==> src/rtl/compressed_align_ctrl.sv <==
// RV32C fetch-alignment controller: slices fetch words into 16/32-bit instructions,
// buffers straddling halves and reports the alignment class plus fetch-PC hold.
module compressed_align_ctrl #(
    parameter int unsigned     XLEN     = 32,
    parameter logic [XLEN-1:0] RST_INST = 32'h0000_0013
) (
    input  logic            clk,
    input  logic            reset_n,
    input  logic [XLEN-1:0] fetch_word,
    input  logic            fetch_valid,
    input  logic            pipe_stall,
    input  logic            flush,
    input  logic            flush_pc_half,
    output logic [XLEN-1:0] inst_out,
    output logic            inst_valid,
    output logic            inst_compressed,
    output logic            f1f1,
    output logic            f1f2,
    output logic            hf,
    output logic            fh,
    output logic            hh,
    output logic            stall_compressed
);

    localparam int unsigned HALF = 16;
    localparam int unsigned NFLG = 5;

    localparam logic [NFLG-1:0] FL_NONE = 5'b00000;
    localparam logic [NFLG-1:0] FL_F1F1 = 5'b10000;
    localparam logic [NFLG-1:0] FL_F1F2 = 5'b01000;
    localparam logic [NFLG-1:0] FL_HF   = 5'b00100;
    localparam logic [NFLG-1:0] FL_FH   = 5'b00010;
    localparam logic [NFLG-1:0] FL_HH   = 5'b00001;

    typedef enum logic [1:0] {
        S_ALIGN = 2'd0,
        S_PEND  = 2'd1,
        S_UPPER = 2'd2,
        S_ODD   = 2'd3
    } state_t;

    state_t              r_state;
    state_t              w_next_state;
    logic [HALF-1:0]     r_half_buf;
    logic [HALF-1:0]     r_held_hi;
    logic                r_cls_fh;
    logic                w_buf_ld;
    logic                w_held_ld;
    logic                w_cls_ld;
    logic                w_cls_fh_nxt;

    logic [XLEN-1:0]     r_inst_out;
    logic                r_inst_valid;
    logic                r_inst_comp;
    logic [NFLG-1:0]     r_flags;
    logic                r_stall;

    logic [XLEN-1:0]     w_inst_out;
    logic                w_inst_valid;
    logic                w_inst_comp;
    logic [NFLG-1:0]     w_flags;
    logic                w_stall;

    logic [HALF-1:0]     w_lo;
    logic [HALF-1:0]     w_hi;
    logic                w_lo_32;
    logic                w_hi_32;

    assign w_lo    = fetch_word[HALF-1:0];
    assign w_hi    = fetch_word[2*HALF-1:HALF];
    assign w_lo_32 = (w_lo[1:0] == 2'b11);
    assign w_hi_32 = (w_hi[1:0] == 2'b11);

    // State register: flush beats pipe_stall, pipe_stall freezes everything.
    always_ff @(posedge clk) begin
        if (!reset_n) begin
            r_state <= S_ALIGN;
        end else if (flush) begin
            r_state <= flush_pc_half ? S_ODD : S_ALIGN;
        end else if (!pipe_stall) begin
            r_state <= w_next_state;
        end
    end

    always_ff @(posedge clk) begin
        if (!reset_n || flush) begin
            r_half_buf <= '0;
            r_held_hi  <= '0;
            r_cls_fh   <= 1'b0;
        end else if (!pipe_stall) begin
            if (w_buf_ld)  r_half_buf <= w_hi;
            if (w_held_ld) r_held_hi  <= w_hi;
            if (w_cls_ld)  r_cls_fh   <= w_cls_fh_nxt;
        end
    end

    // Last presented outputs, replayed while the pipe is stalled.
    always_ff @(posedge clk) begin
        if (!reset_n) begin
            r_inst_out   <= RST_INST;
            r_inst_valid <= 1'b0;
            r_inst_comp  <= 1'b0;
            r_flags      <= FL_NONE;
            r_stall      <= 1'b0;
        end else begin
            r_inst_out   <= inst_out;
            r_inst_valid <= inst_valid;
            r_inst_comp  <= inst_compressed;
            r_flags      <= {f1f1, f1f2, hf, fh, hh};
            r_stall      <= stall_compressed;
        end
    end

    // Next-state and buffer-load decode.
    always_comb begin
        w_next_state = r_state;
        w_buf_ld     = 1'b0;
        w_held_ld    = 1'b0;
        w_cls_ld     = 1'b0;
        w_cls_fh_nxt = 1'b0;
        case (r_state)
            S_ALIGN: begin
                if (fetch_valid && !w_lo_32) begin
                    if (w_hi_32) begin
                        w_buf_ld     = 1'b1;
                        w_next_state = S_PEND;
                    end else begin
                        w_held_ld    = 1'b1;
                        w_cls_ld     = 1'b1;
                        w_next_state = S_UPPER;
                    end
                end
            end
            S_PEND: begin
                if (fetch_valid) begin
                    if (w_hi_32) begin
                        w_buf_ld     = 1'b1;
                    end else begin
                        w_held_ld    = 1'b1;
                        w_cls_ld     = 1'b1;
                        w_cls_fh_nxt = 1'b1;
                        w_next_state = S_UPPER;
                    end
                end
            end
            S_UPPER: begin
                w_next_state = S_ALIGN;
            end
            S_ODD: begin
                if (fetch_valid) begin
                    w_buf_ld     = w_hi_32;
                    w_next_state = w_hi_32 ? S_PEND : S_ALIGN;
                end
            end
            default: w_next_state = S_ALIGN;
        endcase
    end

    // Output decode, then reset/flush/stall overrides.
    always_comb begin
        w_inst_out   = '0;
        w_inst_valid = 1'b0;
        w_inst_comp  = 1'b0;
        w_flags      = FL_NONE;
        w_stall      = 1'b0;
        case (r_state)
            S_ALIGN: begin
                if (fetch_valid) begin
                    w_inst_valid = 1'b1;
                    if (w_lo_32) begin
                        w_inst_out = fetch_word;
                        w_flags    = FL_F1F1;
                    end else begin
                        w_inst_out  = XLEN'(w_lo);
                        w_inst_comp = 1'b1;
                        w_flags     = w_hi_32 ? FL_HF : FL_HH;
                        w_stall     = !w_hi_32;
                    end
                end
            end
            S_PEND: begin
                if (fetch_valid) begin
                    w_inst_valid = 1'b1;
                    w_inst_out   = XLEN'({w_lo, r_half_buf});
                    w_flags      = w_hi_32 ? FL_F1F2 : FL_FH;
                    w_stall      = !w_hi_32;
                end
            end
            S_UPPER: begin
                w_inst_valid = 1'b1;
                w_inst_out   = XLEN'(r_held_hi);
                w_inst_comp  = 1'b1;
                w_flags      = r_cls_fh ? FL_FH : FL_HH;
            end
            S_ODD: begin
                if (fetch_valid && !w_hi_32) begin
                    w_inst_valid = 1'b1;
                    w_inst_out   = XLEN'(w_hi);
                    w_inst_comp  = 1'b1;
                end
            end
            default: ;
        endcase

        if (!reset_n) begin
            w_inst_out   = RST_INST;
            w_inst_valid = 1'b0;
            w_inst_comp  = 1'b0;
            w_flags      = FL_NONE;
            w_stall      = 1'b0;
        end else if (flush) begin
            w_inst_out   = '0;
            w_inst_valid = 1'b0;
            w_inst_comp  = 1'b0;
            w_flags      = FL_NONE;
            w_stall      = 1'b0;
        end else if (pipe_stall) begin
            w_inst_out   = r_inst_out;
            w_inst_valid = r_inst_valid;
            w_inst_comp  = r_inst_comp;
            w_flags      = r_flags;
            w_stall      = r_stall;
        end
    end

    assign inst_out         = w_inst_out;
    assign inst_valid       = w_inst_valid;
    assign inst_compressed  = w_inst_comp;
    assign {f1f1, f1f2, hf, fh, hh} = w_flags;
    assign stall_compressed = w_stall;

endmodule

==> config.mk <==
export PLATFORM = sky130hd
export DESIGN_NAME = compressed_align_ctrl
export DESIGN_NICKNAME = d
export VERILOG_FILES = /design/src/rtl/compressed_align_ctrl.sv
export SDC_FILE = /design/constraint.sdc
export NUM_CORES = 1
export LEC_CHECK = 0
export ABC_AREA = 1
export CAP_MARGIN = 20
export CELL_PAD_IN_SITES_DETAIL_PLACEMENT = 0
export CELL_PAD_IN_SITES_GLOBAL_PLACEMENT = 2
export CORE_AREA = 4 4 116 118
export CTS_CLUSTER_DIAMETER = 40
export DETAILED_ROUTE_END_ITERATION = 7
export DIE_AREA = 0 0 120 122
export HOLD_SLACK_MARGIN = 0.03
export PLACE_DENSITY_LB_ADDON = 0.1
export SYNTH_ARGS = -nofsm -noshare
export SYNTH_HDL_FRONTEND = slang
export SYNTH_SLANG_ARGS = --single-unit
==> constraint.sdc <==
create_clock -name clk -period 2.1 [get_ports clk]
set_input_delay 0.42 -clock clk [delete_from_list [all_inputs] [get_ports clk]]
set_output_delay 0.42 -clock clk [all_outputs]
set_load 0.01 [all_outputs]
==> impl_metrics.tcl <==
set metrics [dict create \
    fillers 1288 \
    dpl.hpwl_um 9930 \
    syn_inst 507 \
    vias 4110 \
    antenna_found_initial 0 \
    cp.arrival_ns 1.76 \
    slew_headroom_pct 75.6 \
    drv_cap 0 \
    core_sq_um 12500 \
    portBuffers 77 \
    grt_pass1_vias 4283 \
    finalWirelength_um 14100 \
    sw_frac_of_total_pct 29.0 \
    p_comb_share_pct 24.4 \
    ys_async_sr_fraction_pct 0 \
    fp-row-count 41 \
    areaGrowthSynthToFinish_pct 62.9 \
    ys_warn_count 0 \
    drt-met1-wl_um 5850 \
    placed_cell_area_sq_um 5250 \
    period_needed_ns 2.18 \
    drive_gt1_share_pct 36.9 \
    power_frac_seq_pct 37.9 \
    top_layer_used "met4" \
    power_density_nw_per_um2 655 \
    cp_num_buf_inv 5 \
    met2WireLength_um 7160 \
    wl_per_cell_um 16.3 \
    fin_area_sq_um 6000 \
    drtIter0Drc 243 \
    seq_area_frac_synth_pct 40.8 \
    drc 0 \
    synthFlopType "dfxtp_1" \
    die-area_sq_um 14600 \
    place_congestion 0.838 \
    yosysMostFrequentCell "nor2_1" \
    slowest_delay_ns 0.29 \
    start_kind "input pin" \
    power_w 0.00393 \
    endpoint_kind "output port" \
    final_nets 725 \
    clk_latency_ns 0.34 \
    cp_max_fo 9 \
    cts_buffers 9 \
    maxSlewViolCount 0 \
    status "finished with violations" \
    final_min_period_over_clock_period_pct 104 \
    cts_tree "built" \
    cts_num_sinks 75 \
    diodes 0 \
    synth_edf_count 0 \
    ff_latch_area_sq_um 1510 \
    setup_viol 8 \
    clockBufferDepth 2 \
    rr_startpoint "r_state[0]" \
    skew_ns 0.0119 \
    worst_pin_slew_ns 0.366 \
    viasPerCell 4.76 \
    dr.pass1.iters 4 \
    tns_ns -0.422 \
    power_switching_w 0.00114 \
    synth_top_cell_area_share_pct 40.8 \
    grt_overflow 0 \
    p_int_w 0.00279 \
    p_clk_share_pct 37.7 \
    synth_area_leaders "dfxtp_1 41%, nor2_1 8.4%, nand2_1 7.4%" \
    grt_use_total_pct 20.0 \
    clkTransAtPathRegs_ns 0.06 \
    hold_viol 0 \
    wl_met3_um 671 \
    hold_path_class "flop to flop" \
    p_leak_nw 2.44 \
    hold_buffers 0 \
    grt_pass1_wl_um 22500 \
    htreeDepth 3 \
    grt_max_degree 32 \
    die_y_um 122 \
    die_width_um 120 \
    synthesis.nets 545 \
    timing.hold.ws_ns 0.445 \
    path_delay_family "buffers and inverters" \
    crit_start "fetch_valid" \
    syn_area_sq_um 3680 \
    synth-seq-cells 75 \
    slowest_stage "a211oi_4" \
    multi_input_area_sq_um 2110 \
    rsz0062_at_grt "yes" \
    max_freq_mhz 458 \
    synth_top_area_cell "dfxtp_1" \
    start_util_pct 29.5 \
    io_pins 78 \
    setup_slack_ns -0.0838 \
    crit_path_cell_trace "dlygate4sd2_1, buf_12, nand2_4, nor2_4, buf_4, buf_12, a211oi_4, nor2_1, buf_2" \
    yosys-top-cells-count "82 x nor2_1, 75 x dfxtp_1, 73 x nand2_1, 45 x o21ai_0, 43 x a21oi_1" \
    detail-route-antenna-nets 0 \
    violations "setup timing" \
    worstHoldStart "r_held_hi[3]" \
    postSynthAreaPerCell_sq_um 7.27 \
    ir_worst_vdd_uv 347 \
    ys_types 29 \
    cts_root_buf "clkbuf_16" \
    required_ns 1.68 \
    cpMostUsedCell "buf_12" \
    critPathKind "input pin to output port" \
]
==> flip-flops by register name (all words and copies together) (netlist names) <==
| register | flops |
|---|---|
| r_flags | 5 |
| r_cls_fh | 1 |
| r_stall | 1 |
| r_half_buf | 16 |
| r_inst_valid | 1 |
| r_state | 2 |
| r_inst_out | 32 |
| r_inst_comp | 1 |
| r_held_hi | 16 |
==> per-stage QoR <==
step / utilization [%] / std cells / worst slack (ns)
after CTS: 47.2 / 860 / -0.0939
final: 48.1 / 863 / -0.0838
after detailed placement: 42.1 / 812 / -0.677
after global placement: 42.1 / 812 / -0.651
after global routing: 48.1 / 863 / -0.147
after floorplan: - / 507 / 0.364
==> kinds of logic after synthesis <==
| group | Yosys count | share of synthesized area (%) |
|---|---|---|
| AO/OA/AOI/OAI | 174 | 28.1 |
| AND/OR/NAND/NOR | 181 | 20.8 |
| flip-flops | 75 | 40.8 |
| buffers and inverters | 77 | 10.4 |
==> worst paths after layout <==
kind | endpoint | slack (ns) | cells after the start
hold / removal | r_held_hi[3] | 0.45 | 2
setup / recovery | inst_out[11] | -0.08 | 9
setup reg to reg | r_inst_out[5] | 0.35 | 12
hold reg to reg | r_held_hi[3] | 0.45 | 2
==> power by group through the flow <==
stage	logic [W]	registers, W	clock network [W]
after CTS	0.000919	0.00149	0.00153
after floorplan	0.000363	0.00151	0
after global routing	0.00104	0.00149	0.00158
after detailed placement	0.000791	0.00152	0
after global placement	0.000791	0.00152	0
final	0.000958	0.00149	0.00148
==> timing repair <==
| action | in CTS | in global routing |
|---|---|---|
| buffers inserted | 30 | 4 |
| endpoints found under the hold margin | 0 | 0 |
| pin swaps | 33 | 21 |
| setup endpoints to repair | 40 | 34 |
| cloned | 4 | 0 |
| gates resized for setup | 220 | 40 |
==> worst register-to-register path, delay by kind of cell (launching register included) <==
family / cells / cell delay (ns)
compound gates: 2 / 0.30
flops: 1 / 0.34
buf+inv: 7 / 0.76
simple gates: 3 / 0.24
==> layout by cell type (no fill, tap or decap), types with 4 or more instances in the layout <==
cell             count
buf_12              10
a211oi_2             5
buf_2               35
dfxtp_1             73
o21ai_1             37
nand3_1              9
o21ai_2              9
inv_1               35
a31oi_1             13
nor2_2               5
buf_6               11
a21oi_1             37
nor2_4               5
dlygate4sd2_1        7
o21ai_0             29
o211ai_1            13
inv_2                7
clkdlybuf4s50_1     29
o21ai_4              4
a211oi_4             8
clkbuf_2             4
nor2_1              78
a31oi_4              4
a21oi_2              9
buf_4              101
clkbuf_16            9
nand2_1             69
nand2_2              5
==> layout make-up <==
class,count,share of cell area [%]
clock buffer,12,4.27
clock inverter,3,0.396
inverter,44,2.96
multi-input combinational,355,35.1
sequential,75,25.1
tap,172,3.59
timing repair buffer,200,28.4
timing repair inverter,2,0.188
==> routing by layer <==
metal | global-route usage [%] | vias to the layer above
met5 | 0 | -
met4 | 6.94 | 0
met3 | 4.74 | 29
met2 | 36.0 | 97
met1 | 23.3 | 1915
li1 | - | 2069
No activity file was read; power rests on OpenSTA's default activity.
